$ cat src/rtl/wb_lsu_master.sv
// Wishbone classic initiator for the load/store path: one CPU request becomes one
// bus cycle, with lane steering on stores and lane extraction/extension on loads.
module wb_lsu_master #(
   parameter int unsigned ADDR_WIDTH     = 32,
   parameter int unsigned DATA_WIDTH     = 32,
   parameter int unsigned TIMEOUT_CYCLES = 16
) (
   input  logic                  clk,
   input  logic                  rst,
   // CPU request side
   input  logic                  req_valid,
   output logic                  req_ready,
   input  logic                  req_we,
   input  logic [ADDR_WIDTH-1:0] req_addr,
   input  logic [1:0]            req_size,
   input  logic                  req_unsigned,
   input  logic [DATA_WIDTH-1:0] req_wdata,
   // CPU response side
   output logic                  resp_valid,
   output logic [DATA_WIDTH-1:0] resp_rdata,
   output logic                  resp_err,
   // Wishbone initiator
   output logic                  wb_cyc,
   output logic                  wb_stb,
   output logic                  wb_we,
   output logic [ADDR_WIDTH-1:0] wb_adr,
   output logic [DATA_WIDTH-1:0] wb_dat_o,
   output logic [3:0]            wb_sel,
   input  logic [DATA_WIDTH-1:0] wb_dat_i,
   input  logic                  wb_ack,
   input  logic                  wb_err
);

   localparam int unsigned CNT_W = $clog2(TIMEOUT_CYCLES + 1);

   localparam logic [1:0] SZ_BYTE = 2'd0;
   localparam logic [1:0] SZ_HALF = 2'd1;
   localparam logic [1:0] SZ_WORD = 2'd2;

   typedef enum logic [1:0] {
      S_IDLE = 2'd0,
      S_BUS  = 2'd1,
      S_RESP = 2'd2
   } state_t;

   state_t           r_state;
   logic [CNT_W-1:0] r_cnt;
   logic [1:0]       r_size;
   logic [1:0]       r_off;
   logic             r_unsigned;
   logic             r_we;

   logic [1:0]            w_off;
   logic                  w_misaligned;
   logic [3:0]            w_sel;
   logic [DATA_WIDTH-1:0] w_wdata;
   logic [7:0]            w_byte;
   logic [15:0]           w_half;
   logic [DATA_WIDTH-1:0] w_load_data;
   logic                  w_timeout;

   assign w_off     = req_addr[1:0];
   assign w_timeout = (r_cnt == CNT_W'(TIMEOUT_CYCLES - 1));

   // Alignment/legality of the incoming request
   always_comb begin
      w_misaligned = 1'b0;
      case (req_size)
         SZ_BYTE: w_misaligned = 1'b0;
         SZ_HALF: w_misaligned = req_addr[0];
         SZ_WORD: w_misaligned = (w_off != 2'b00);
         default: w_misaligned = 1'b1;
      endcase
   end

   // Byte enables and lane-replicated store data
   always_comb begin
      w_sel   = 4'b1111;
      w_wdata = req_wdata;
      case (req_size)
         SZ_BYTE: begin
            w_sel   = 4'b0001 << w_off;
            w_wdata = {4{req_wdata[7:0]}};
         end
         SZ_HALF: begin
            w_sel   = 4'b0011 << w_off;
            w_wdata = {2{req_wdata[15:0]}};
         end
         default: begin
            w_sel   = 4'b1111;
            w_wdata = req_wdata;
         end
      endcase
   end

   // Lane extraction and sign/zero extension of read data
   always_comb begin
      w_byte = wb_dat_i[7:0];
      case (r_off)
         2'd0:    w_byte = wb_dat_i[7:0];
         2'd1:    w_byte = wb_dat_i[15:8];
         2'd2:    w_byte = wb_dat_i[23:16];
         default: w_byte = wb_dat_i[31:24];
      endcase
      w_half = r_off[1] ? wb_dat_i[31:16] : wb_dat_i[15:0];
      case (r_size)
         SZ_BYTE: w_load_data = {{(DATA_WIDTH-8){~r_unsigned & w_byte[7]}}, w_byte};
         SZ_HALF: w_load_data = {{(DATA_WIDTH-16){~r_unsigned & w_half[15]}}, w_half};
         default: w_load_data = wb_dat_i;
      endcase
   end

   // Control FSM with registered bus and response outputs
   always_ff @(posedge clk) begin
      if (rst) begin
         r_state    <= S_IDLE;
         r_cnt      <= '0;
         r_size     <= SZ_BYTE;
         r_off      <= 2'b00;
         r_unsigned <= 1'b0;
         r_we       <= 1'b0;
         req_ready  <= 1'b1;
         resp_valid <= 1'b0;
         resp_rdata <= '0;
         resp_err   <= 1'b0;
         wb_cyc     <= 1'b0;
         wb_stb     <= 1'b0;
         wb_we      <= 1'b0;
         wb_adr     <= '0;
         wb_dat_o   <= '0;
         wb_sel     <= 4'b0000;
      end else begin
         case (r_state)
            S_IDLE: begin
               if (req_valid) begin
                  r_size     <= req_size;
                  r_off      <= w_off;
                  r_unsigned <= req_unsigned;
                  r_we       <= req_we;
                  r_cnt      <= '0;
                  req_ready  <= 1'b0;
                  if (w_misaligned) begin
                     // Rejected requests never touch the bus
                     r_state    <= S_RESP;
                     resp_valid <= 1'b1;
                     resp_err   <= 1'b1;
                     resp_rdata <= '0;
                  end else begin
                     r_state  <= S_BUS;
                     wb_cyc   <= 1'b1;
                     wb_stb   <= 1'b1;
                     wb_we    <= req_we;
                     wb_adr   <= {req_addr[ADDR_WIDTH-1:2], 2'b00};
                     wb_dat_o <= w_wdata;
                     wb_sel   <= w_sel;
                  end
               end
            end

            S_BUS: begin
               if (wb_err || wb_ack || w_timeout) begin
                  r_state    <= S_RESP;
                  wb_cyc     <= 1'b0;
                  wb_stb     <= 1'b0;
                  resp_valid <= 1'b1;
                  // Error takes priority over a simultaneous ack
                  if (wb_err) begin
                     resp_err   <= 1'b1;
                     resp_rdata <= '0;
                  end else if (wb_ack) begin
                     resp_err   <= 1'b0;
                     resp_rdata <= r_we ? '0 : w_load_data;
                  end else begin
                     resp_err   <= 1'b1;
                     resp_rdata <= '0;
                  end
               end else begin
                  r_cnt <= r_cnt + CNT_W'(1);
               end
            end

            S_RESP: begin
               r_state    <= S_IDLE;
               req_ready  <= 1'b1;
               resp_valid <= 1'b0;
               resp_err   <= 1'b0;
               resp_rdata <= '0;
            end

            default: begin
               r_state    <= S_IDLE;
               req_ready  <= 1'b1;
               resp_valid <= 1'b0;
               wb_cyc     <= 1'b0;
               wb_stb     <= 1'b0;
            end
         endcase
      end
   end

endmodule
$ cat config.mk
export PLATFORM = sky130hd
export DESIGN_NAME = wb_lsu_master
export DESIGN_NICKNAME = d
export VERILOG_FILES = /design/src/rtl/wb_lsu_master.sv
export SDC_FILE = /design/constraint.sdc
export NUM_CORES = 1
export LEC_CHECK = 0
export BUFFER_PORTS_ARGS = -buffer_cell sky130_fd_sc_hd__buf_2
export CAP_MARGIN = 20
export CELL_PAD_IN_SITES_DETAIL_PLACEMENT = 0
export CELL_PAD_IN_SITES_GLOBAL_PLACEMENT = 1
export CORE_ASPECT_RATIO = 1.1
export CORE_MARGIN = 3
export CORE_UTILIZATION = 32
export CTS_BUF_LIST = sky130_fd_sc_hd__clkbuf_8
export CTS_CLUSTER_DIAMETER = 50
export DETAILED_ROUTE_END_ITERATION = 16
export GPL_TIMING_DRIVEN = 0
export PLACE_DENSITY = 0.77
export SLEW_MARGIN = 20
export SYNTH_ARGS = -nofsm -noshare
export SYNTH_HDL_FRONTEND = slang
export SYNTH_SLANG_ARGS = --single-unit
$ cat constraint.sdc
create_clock -name clk -period 2.03 [get_ports clk]
set_input_delay 0.1015 -clock clk [delete_from_list [all_inputs] [get_ports clk]]
set_output_delay 0.1015 -clock clk [all_outputs]
set_load 0.1 [all_outputs]
Word level (Yosys, flattened, before mapping) --
Index checks and enable logic that the tools add are counted.
Storage, ports and cells: output and inout bits 106, bits of input ports 105, flip-flop bits (word level) 116
Operators by class: add/sub/neg operators 1, reduce and logical (&&, ||, !) cells 17, equality and inequality tests 13, bitwise operators 6, muxes and demuxes 34, shift operators 2
Operator list (count):
- two-way mux 32 bit | 6
- case mux 32 bit (2 select lines) | 2
- case mux 32 bit (3 select lines) | 1
- case mux 8 bit (3 select lines) | 1
- two-way mux 16 bit | 1
- two-way mux 1 bit | 10
- two-way mux 5 bit | 2
- != test 2 bit (second input constant) | 5
- case mux 5 bit (2 select lines) | 1
- case mux 1 bit (3 select lines) | 3
- AND reduction 3 bit | 3
- equality test 2 x 1 -> 1 bit (second input constant) | 4
- zero test 2 bit | 4
- case mux 4 bit (2 select lines) | 1
- AND reduction 4 bit | 2
- equality test 2 bit (second input constant) | 3
- two-way mux 2 bit | 3
- AND reduction 2 bit | 3
- adder 5 x 1 -> 5 bit (second input constant) | 1
- equality test 5 x 4 -> 1 bit (second input constant) | 1
- inverter 1 bit | 4
- case mux 1 bit (2 select lines) | 2
- case mux 2 bit (2 select lines) | 1
- nonzero test 2 bit | 2
- other kinds (5) | 7

Depth between registers and ports, before layout --
word-level depth 9, depth in mapped cells 8, gate-level depth less buffers 7

Worst setup path before layout --
OpenSTA, ideal clock, no wires.
kind register -> register, start point register r_cnt[0], end point register resp_rdata[15], stages on the path, launching flop included 9, period minus slack after synthesis 2.034 ns, library setup time 0.062 ns, setup slack -0.004 ns, data arrival time 1.972 ns, cell sequence dfxtp_1 > ha_1 > and3_1 > ha_1 > nor3_1 > nor2_1 > a2111oi_4 > buf_2 > a22o_1
Between the ends: cells in the longest elaborated chain, start to end 4
Ends and longest elaborated chain:
- start, declared | RTL line 47 | logic [CNT_W-1:0] r_cnt;
- start signal, assigned | RTL line 178 | r_cnt <= r_cnt + CNT_W'(1);
- equality test 5 x 4 -> 1 bit | RTL line 63 | assign w_timeout = (r_cnt == CNT_W'(TIMEOUT_CYCLES - 1));
- logical OR 1 bit | RTL line 161 | if (wb_err || wb_ack || w_timeout) begin
- != test 2 bit (no source line)
- AND reduction 4 bit (no source line)
- end signal, assigned | RTL line 172 | resp_rdata <= r_we ? '0 : w_load_data;
- end, declared | RTL line 20 | output logic [DATA_WIDTH-1:0] resp_rdata,
No other way between the ends. A chain may end at the register's enable or synchronous reset.

Worst setup path in the final report --
start point register r_cnt[0], end point register r_cnt[3]
Between the ends: cells in the longest elaborated chain, start to end 4, elaborated cells between the ends (all ways) 7, those cells by class add/sub (1); eq/ne (2); mux (2); reduce/logical (2)
Ends and longest elaborated chain:
- parallel branches: the longest is 4 deep, another holds adder 5 x 1 -> 5 bit
Several ways; the timed one is not identified. The select of a mux whose other input is x is not followed.

==> out/qor.yml <==
setup_path:
  critPathSlowestCell: "or3_1"
  cp-start-kind: "register"
  worstPathCellList: "ha_1, and3_1, ha_2, or3_1, nor3_1, xnor2_1, nor3_1"
  arrival_ns: 2.16
  cp_max_fo: 4
  worstSetupPathType: "reg2reg"
  critPathRequiredTime_ns: 2.33
  cp_common_cell: "nor3_1"
  slowest_delay_ns: 0.37
  worst_setup_path_end_kind: "register"
floorplanning:
  pin_count: 211
  fp.dieH_um: 139
  die_w_um: 127
  start_util_pct: 33.3
  rows: 47
  fp.coreArea_mm2: 0.0153
  dieArea_mm2: 0.0175
place:
  port_buffers: 207
  dp_cells: 999
  routabilityCongestion: 0.789
  hpwl_um: 13000
power:
  ir_drop_v: 0.000471
  power.internal_mw: 4.16
  switching_share_pct: 35.8
  leakage_nw: 3.39
  power.switching_mw: 2.31
  total_power_mw: 6.47
  combPwrFrac_pct: 27.1
  p_seq_share_pct: 37.6
  clockPowerShare_pct: 35.3
  powerDensity_mw_per_mm2: 851
yosys:
  synth-edff-count: 0
  synth_area_mm2: 0.00511
  yosys_most_used_dff: "dfxtp_1"
  netlist_instances: 595
  ys_ff_latch: 116
  seq_area_frac_synth_pct: 45.4
  synthArstFlopShare_pct: 0
  synth_warnings: 0
  ys_types: 47
  avgSynthCellArea_um2: 8.59
timing:
  setup_viol: 0
  slew_viol_final: 0
  finalSetupTns_ns: 0
  min_period_ns: 1.86
  hold_viol: 0
  fmax_mhz: 536
  tightest_slew_ns: 0.705
  rsz0062_at_grt: "no"
  period_share_pct: 91.8
  relSlewSlack_pct: 53.0
  clock_skew_ns: 0.0103
clock_tree:
  clk_latency_ns: 0.43
  clk_pin_slew_ns: 0.07
  clock_path_buffers: 2
  clock_sinks: 116
  cts_max_level: 4
  cts-root-buf: "clkbuf_8"
  cts_tree: "yes"
  numCtsBuffers: 17
route:
  drcViolationCount: 0
  ant_nets: 0
  routedWlPerCell_um: 16.3
  dr.pass1.iters: 4
  via_count: 5462
  first_iter_violations: 340
  routed_wirelength_um: 17900
  viasPerCell: 4.95
global_routing:
  met2_usage_pct: 33.4
  first_global_vias: 5543
  grtUsageMet1_pct: 24.2
  gr-usage-met3_pct: 6.51
  top_usage_layer: "met2"
  grtUsageTotal_pct: 20.0
  grt_pass1_wl_um: 28400
  grt_overflow_total: 0
  antenna_found_initial: 0
  grt_max_degree: 17
cells_and_area:
  multiInputGateArea_mm2: 0.00252
  n_fill_cell: 1548
  area_delta_synth_final_pct: 48.9
  drive_above_1_share_pct: 32.5
  final_util_pct: 49.6
  register_area_mm2: 0.00232
  antennaDiodeCount: 0
  instances_no_fill: 1104
  finalNetCount: 1002
run:
  maxCapViolCount: 0
status:
  status: "finished clean"
hold_path:
  hold_class: "in2reg"
sequential cells by signal (all words and copies together) (netlist names):
signal / count
r_size: 2
r_off: 2
wb_we: 1
wb_stb: 1
wb_sel: 4
r_we: 1
resp_err: 1
r_unsigned: 1
resp_valid: 1
r_state: 2
wb_dat_o: 32
resp_rdata: 32
r_cnt: 5
req_ready: 1
wb_adr: 30
cell usage in the layout, fill, tap and decap left out, types with 16 or more instances in the layout:
cell | netlist | routed
dfxtp_1 | 116 | 115
a21oi_1 | 74 | 74
a21o_1 | 19 | 19
a22o_1 | 26 | 26
nand2_1 | 126 | 126
clkbuf_8 | 0 | 19
buf_2 | 6 | 210
nor2_1 | 31 | 30
clkbuf_1 | 28 | 25
o21ai_0 | 26 | 26
mux2i_1 | 16 | 16
dlygate4sd3_1 | 0 | 67
power groups by stage:
stage	logic, mW	clock network [mW]	registers [mW]
after detailed placement	1.61	0	2.49
after CTS	1.73	2.34	2.44
after global routing	1.86	2.43	2.45
after floorplan	0.539	0	3.16
final	1.75	2.28	2.44
after global placement	1.61	0	2.49
final timing paths:
| check | slack (ns) | depth (start not counted) | start | end |
|---|---|---|---|---|
| setup / recovery | 0.17 | 7 | r_cnt[0]$_SDFFE_PP0P_ | r_cnt[3]$_SDFFE_PP0P_ |
| hold / removal | 0.03 | 3 | req_wdata[18] | wb_dat_o[18]$_SDFFE_PP0P_ |
| setup reg to reg | 0.17 | 7 | r_cnt[0]$_SDFFE_PP0P_ | r_cnt[3]$_SDFFE_PP0P_ |
| hold reg to reg | 0.45 | 1 | resp_valid$_SDFFE_PP0P_ | resp_valid$_SDFFE_PP0P_ |
critical path: cells and delay by family, from the launching register on:
kind | cells | cell delay [ns]
adders and majority gates | 2 | 0.39
and+or+nand+nor | 4 | 0.85
DFF | 1 | 0.34
xor gates and xnor gates | 1 | 0.15
final cells by class:
cell class | count | share of cell area [%]
multi-input combinational | 422 | 33.1
clock buffer | 19 | 3.44
sequential | 116 | 30.5
timing repair buffer | 280 | 23.3
clock inverter | 13 | 2.07
buffer | 52 | 4.09
inverter | 6 | 0.296
tap | 196 | 3.22
metal layers:
metal	part of all wire [%]	vias to the layer above	routed length [µm]
met4	1.8	0	327
met5	0	-	0
met1	43	2512	7670
met3	8.2	24	1460
li1	-	2710	-
met2	47	216	8480
synthesized netlist by cell type, types with 2 or more instances:
| cell type | count | area share (%) |
|---|---|---|
| buf_2 | 6 | 0.59 |
| o21a_1 | 7 | 1.0 |
| nand2b_1 | 4 | 0.49 |
| a211oi_1 | 6 | 0.88 |
| buf_1 | 3 | 0.22 |
| nor4_1 | 2 | 0.24 |
| mux2_2 | 10 | 2.2 |
| o21ai_0 | 26 | 2.5 |
| ha_1 | 2 | 0.49 |
| a21o_1 | 19 | 2.8 |
| dfxtp_1 | 116 | 45 |
| nor3_1 | 8 | 0.78 |
| a211oi_2 | 5 | 1.2 |
| buf_6 | 5 | 1.1 |
| nand3b_1 | 2 | 0.29 |
| clkbuf_1 | 28 | 2.1 |
| inv_1 | 6 | 0.44 |
| nor2_1 | 31 | 2.3 |
| nand3_1 | 4 | 0.39 |
| o21bai_1 | 2 | 0.29 |
| buf_4 | 10 | 1.5 |
| nor2b_1 | 2 | 0.24 |
| nand2_1 | 126 | 9.3 |
| o2bb2ai_1 | 7 | 1.2 |
| or3_1 | 2 | 0.24 |
| a22o_1 | 26 | 4.5 |
| a311oi_1 | 8 | 1.4 |
| a31oi_1 | 2 | 0.24 |
| mux2i_1 | 16 | 3.1 |
| a21oi_1 | 74 | 7.2 |
| o22ai_1 | 14 | 1.7 |
cells by family after synthesis:
logic type      Yosys count  synth area share, %
compound gates          203                 27.0
xor+xnor                  2                0.343
fa+ha+maj                 2                0.490
buf+inv                  58                 5.87
flops                   116                 45.4
mux                      26                 5.34
other cells               1               0.0734
simple gates            187                 15.5
stage by stage:
step	setup slack, ns	hold slack (ns)	area (µm²)
CTS	0.00493	0.00480	7550
floorplan	0.121	0.205	5120
global placement	-0.302	0.344	6400
finish	0.166	0.0337	7610
detailed placement	-0.298	0.349	6400
global route	0.00509	0.0139	7610
repair_timing:
action / in CTS / in global routing
endpoints found under the hold margin: 70 / 0
pin swaps: 2 / 3
cloned: 0 / 1
hold buffers: 67 / 0
endpoints found under the setup margin: 33 / 32
gates resized for setup: 13 / 8
buffers inserted: 2 / 3
(Power assumes the default switching activity.)
